**src/rtl/fifo_wr_ctrl.sv**
```systemverilog
// fifo_wr_ctrl: write-side controller for the synchronous FIFO family.
// Owns the speculative write pointer and gates pushes against a full
// condition taken from the same-clock read pointer. Drives a registered
// memory write port. Publishes a Gray-coded committed pointer that trails
// the speculative pointer by one cycle, so the read side only ever sees
// entries whose memory write has already landed.
module fifo_wr_ctrl #(
  parameter int DATA_W   = 8,
  parameter int ADDR_W   = 4,
  parameter int AFULL_TH = 12
) (
  input  logic              clk,
  input  logic              arst,
  input  logic              wr_en,
  input  logic [DATA_W-1:0] wr_data,
  input  logic              flush,
  input  logic              clr_ovf,
  input  logic [ADDR_W:0]   rd_ptr,
  output logic              mem_we,
  output logic [ADDR_W-1:0] mem_addr,
  output logic [DATA_W-1:0] mem_wdata,
  output logic              full,
  output logic              almost_full,
  output logic [ADDR_W:0]   wr_count,
  output logic              overflow,
  output logic [ADDR_W:0]   wr_ptr_gray,
  output logic [1:0]        state
);

  localparam int            DEPTH    = 2 ** ADDR_W;
  localparam logic [ADDR_W:0] DEPTH_C  = (ADDR_W + 1)'(DEPTH);
  localparam logic [ADDR_W:0] AFULL_C  = (ADDR_W + 1)'(AFULL_TH);
  localparam logic [ADDR_W:0] PTR_ONE  = {{ADDR_W{1'b0}}, 1'b1};

  typedef enum logic [1:0] {
    S_IDLE = 2'd0,
    S_PUSH = 2'd1,
    S_FULL = 2'd2
  } state_e;

  // Binary to reflected Gray code; adjacent pointer values differ in one bit.
  function automatic logic [ADDR_W:0] bin2gray(input logic [ADDR_W:0] b);
    return b ^ (b >> 1);
  endfunction

  logic [ADDR_W:0]   wr_ptr_q, wr_ptr_d;
  logic [ADDR_W:0]   gray_q, gray_d;
  logic              we_q, we_d;
  logic [ADDR_W-1:0] addr_q, addr_d;
  logic [DATA_W-1:0] wdata_q, wdata_d;
  logic              ovf_q, ovf_d;
  state_e            state_q;
  logic              accept;
  logic              ovf_set;

  // The extra MSB of both pointers keeps full (difference DEPTH) apart
  // from empty (difference 0).
  assign wr_count    = wr_ptr_q - rd_ptr;
  assign full        = (wr_count == DEPTH_C);
  assign almost_full = (wr_count >= AFULL_C);

  // Flush outranks everything; a push while full only marks overflow.
  assign accept  = wr_en & ~full & ~flush;
  assign ovf_set = wr_en &  full & ~flush;

  // Next-state for pointers, the memory write port and the sticky overflow flag.
  always_comb begin
    wr_ptr_d = wr_ptr_q;
    gray_d   = bin2gray(wr_ptr_q);
    we_d     = 1'b0;
    addr_d   = addr_q;
    wdata_d  = wdata_q;
    ovf_d    = ovf_q;
    if (flush) begin
      wr_ptr_d = rd_ptr;
      gray_d   = bin2gray(rd_ptr);
    end else if (accept) begin
      wr_ptr_d = wr_ptr_q + PTR_ONE;
      we_d     = 1'b1;
      addr_d   = wr_ptr_q[ADDR_W-1:0];
      wdata_d  = wr_data;
    end
    if (ovf_set) begin
      ovf_d = 1'b1;
    end else if (clr_ovf) begin
      ovf_d = 1'b0;
    end
  end

  // Register pointers and write port; arst drops an in-flight write immediately.
  always_ff @(posedge clk or posedge arst) begin
    if (arst) begin
      wr_ptr_q <= '0;
      gray_q   <= '0;
      we_q     <= 1'b0;
      addr_q   <= '0;
      wdata_q  <= '0;
      ovf_q    <= 1'b0;
    end else begin
      wr_ptr_q <= wr_ptr_d;
      gray_q   <= gray_d;
      we_q     <= we_d;
      addr_q   <= addr_d;
      wdata_q  <= wdata_d;
      ovf_q    <= ovf_d;
    end
  end

  // Observational FSM tracking what the controller did on the last edge.
  always_ff @(posedge clk or posedge arst) begin
    if (arst) begin
      state_q <= S_IDLE;
    end else begin
      if (flush) begin
        state_q <= S_IDLE;
      end else if (accept) begin
        state_q <= S_PUSH;
      end else if (full) begin
        state_q <= S_FULL;
      end else begin
        state_q <= S_IDLE;
      end
    end
  end

  assign mem_we      = we_q;
  assign mem_addr    = addr_q;
  assign mem_wdata   = wdata_q;
  assign overflow    = ovf_q;
  assign wr_ptr_gray = gray_q;
  assign state       = state_q;

endmodule

```
**config.mk**
```make
export PLATFORM = sky130hd
export DESIGN_NAME = fifo_wr_ctrl
export DESIGN_NICKNAME = d
export VERILOG_FILES = /design/src/rtl/fifo_wr_ctrl.sv
export SDC_FILE = /design/constraint.sdc
export NUM_CORES = 1
export LEC_CHECK = 0
export ABC_CLOCK_PERIOD_IN_PS = 7060
export CAP_MARGIN = 10
export CORE_AREA = 8 8 74 57
export CTS_CLUSTER_SIZE = 12
export DETAILED_ROUTE_END_ITERATION = 8
export DIE_AREA = 0 0 82 65
export GPL_TIMING_DRIVEN = 0
export PLACE_DENSITY = 0.86
export SLEW_MARGIN = 20
export SYNTH_ARGS = -nofsm -noshare
export SYNTH_HDL_FRONTEND = slang
export SYNTH_SLANG_ARGS = --single-unit
```
**constraint.sdc**
```tcl
create_clock -name clk -period 7.06 [get_ports clk]
set_input_delay 1.765 -clock clk [delete_from_list [all_inputs] [get_ports clk]]
set_output_delay 1.765 -clock clk [all_outputs]
set_load 0.01 [all_outputs]
```
==> qor.csv <==
metric;value;unit
transition time at the pin with the least slew margin;0.905;ns
largest area contributor in the synthesized netlist;sky130_fd_sc_hd__dfrtp_1;
run status;finished, final reports clean;
most common flop cell mapped by yosys;sky130_fd_sc_hd__dfrtp_1;
level count of the clock H-tree;1;
count of cells along the worst hold path;1;
Clock Latency Late Sink;0.27;ns
count of cells along the worst register-to-register path;10;
clock sinks;25;
effective utilization at floorplan;47.1;%
site row count;17;
final slew viol count;0;
die height;65;um
FF-to-FF setup slack;4.14;ns
number of warnings reported in the yosys synthesis log;0;
DR vias;1157;
count of flip-flops with a built-in enable after synthesis;0;
r2r startpoint;wr_ptr_q[0];
post-CTS setup buffers;0;
clock tree from TritonCTS;done;
average footprint of a synthesized cell;11.0;sq um
post-layout minimum cycle time;6.38;ns
final wirelength;3790;um
detail-routed via count per cell;5.41;
Max Cap Viol;0;
post-layout net count;203;
Top Ports;46;
cell types with the highest counts after synthesis;sky130_fd_sc_hd__dfrtp_1 (25), sky130_fd_sc_hd__inv_1 (14), sky130_fd_sc_hd__mux2_4 (9);
clock skew;0.00635;ns
number of filler instances in the final layout;247;
sequential area share after synthesis;44.0;%
drt first-iter violations;106;
Synthesized Nets;155;
count leader, synth;sky130_fd_sc_hd__dfrtp_1;
CTS resizes;0;
Num CTS Buffers;3;
die width;82;um
post-synthesis sequential element count;25;
fmax;157;MHz
# DRC;0;
via count of the first global-routing pass;1268;
cell at the root of the clock tree;sky130_fd_sc_hd__clkbuf_8;
maximum root-to-sink buffer count;2;
antenna violations before repair;0;
Worst EP arrival;4.61;ns
Final Hold Viols;0;
required time at the worst-slack endpoint;5.30;ns
layout cells sized above 1;11.9;%
maximum fanout encountered on the critical timing path;7;
Routability Congestion;0.885;
global-route wire length before repair;6120;um
Max IR drop VDD;0.114;mV
Ant. Diodes;0;
crit path capture type;primary output;
P per Cell Area;253;nW/um^2
worst min-delay path startpoint;mem_wdata[1];
core area;3020;sq um
global-route congestion overflow total;0;
classification of the worst-slack hold path;reg2reg;
Area Overhead vs Synth;36.8;%
Static Leak;0.851;nW
reg-to-reg critical path endpoint;mem_wdata[2];
critical path startpoint category;primary input;
area share of the leading cell type in the synthesized netlist;44.0;%
hold worst-path end;mem_wdata[1];
drt first pass iters;4;
setup tns final;0;ns
clock input transition at the sequential cells of the worst setup and hold paths;0.08;ns
antenna violation net count after detailed routing;0;
Crit Path Class;in2out;
ys async rst share;100;%
area of the die;5330;sq um
number of unique standard cell types used by synthesis;35;
pin count of the biggest net entering global routing;26;
Mapped Cells;129;
total half-perimeter wirelength after legalization and detailed placement;2930;um
post-route fraction of the period consumed by the critical path;90.3;%
post-cts hold buffer count;0;
final routed wire length divided by cell count;17.7;um
relative slew slack;39.3;%
Total Routing Usage GR;14.4;%
post-layout utilization of the core;64.4;%
input/output buffers;43;
top area cells in the synthesized netlist;sky130_fd_sc_hd__dfrtp_1 (44%), sky130_fd_sc_hd__mux2_4 (9.5%), sky130_fd_sc_hd__ha_1 (6.2%);
final setup violating endpoints;0;
setup repair after global routing missed its margin;false;
Synth Cell Area;1420;sq um
==> area by class of cell <==
class | instances | area, sq um | share of cell area [%]
flip-flops and latches | 25 | 626 | 32.2
multi-input cells | 83 | 698 | 35.9
clock buffers | 4 | 45.0 | 2.32
inverters | 15 | 56.3 | 2.89
well taps | 38 | 47.5 | 2.44
repair buffers | 43 | 430 | 22.1
plain buffers | 6 | 42.5 | 2.19
==> worst max-delay path, stage by stage <==
cell and delay [ns]:
sky130_fd_sc_hd__clkdlybuf4s50_1 0.49, sky130_fd_sc_hd__ha_1 0.26, sky130_fd_sc_hd__fa_1 0.41, sky130_fd_sc_hd__nand2b_1 0.17
sky130_fd_sc_hd__a21oi_1 0.21, sky130_fd_sc_hd__xor2_2 0.35, sky130_fd_sc_hd__inv_2 0.13, sky130_fd_sc_hd__nand3_1 0.26
sky130_fd_sc_hd__inv_1 0.08, sky130_fd_sc_hd__clkdlybuf4s50_1 0.49
==> worst max-delay path by stage <==
stage / cells after the start / slack (ns) / end / from
floorplan: 8 / 1.95 / full / rd_ptr[0]
CTS: 10 / 0.67 / full / rd_ptr[0]
detailed placement: 10 / 0.68 / full / rd_ptr[0]
global route: 10 / 0.50 / full / rd_ptr[0]
global placement: 10 / 0.77 / full / rd_ptr[0]
finish: 10 / 0.68 / full / rd_ptr[0]
==> layer usage <==
layer | GRT usage (%) | vias to the layer above | wire [um]
li1 | - | 542 | -
met1 | 17.9 | 565 | 1600
met2 | 23.8 | 42 | 1850
met3 | 4.55 | 8 | 283
met4 | 3.06 | 0 | 49
met5 | 0 | - | 0
==> logic make-up (layout without fill, tap and decap cells) <==
family	after synthesis	after routing	share of synthesized area, %
AOI/OAI and AO/OA	25	25	12.9
xor gates and xnor gates	9	9	6.07
adders and majority gates	8	8	7.56
buffers and inverters	21	68	6.95
DFF	25	25	44.0
muxes	12	12	11.9
and+or+nand+nor	29	29	10.6
==> layout by cell type (no fill, tap or decap), drive strengths merged, types with 5 or more instances in the layout <==
cell,instances
inv,14
ha,7
clkbuf,8
dfrtp,25
nor2,7
mux2,12
nand2,5
a21oi,6
clkdlybuf4s50,43
xor2,5
==> per-stage QoR <==
step	hold slack [ns]	instances	setup WS, ns	total power, mW	instance area, sq um
2_1_floorplan	0.551	129	1.95	0.301	1420
3_3_place_gp	0.492	210	0.768	0.402	1900
3_5_place_dp	0.494	210	0.684	0.410	1900
4_1_cts	0.519	214	0.669	0.495	1950
5_1_grt	0.533	214	0.496	0.520	1950
6_report	0.517	214	0.681	0.492	1950
==> power by group <==
group	total, mW	switching (mW)	internal [mW]
combinational	0.220	0.104	0.116
clock	0.0844	0.0441	0.0403
sequential	0.188	0.0191	0.169
total	0.492	0.167	0.325
==> sequential cells by signal, summed over array words and instances, names as in the netlist <==
register / cells
wr_ptr_gray: 5
mem_addr: 4
overflow: 1
wr_ptr_q: 5
state: 2
mem_wdata: 8
Power figures use the tool's default switching activity.
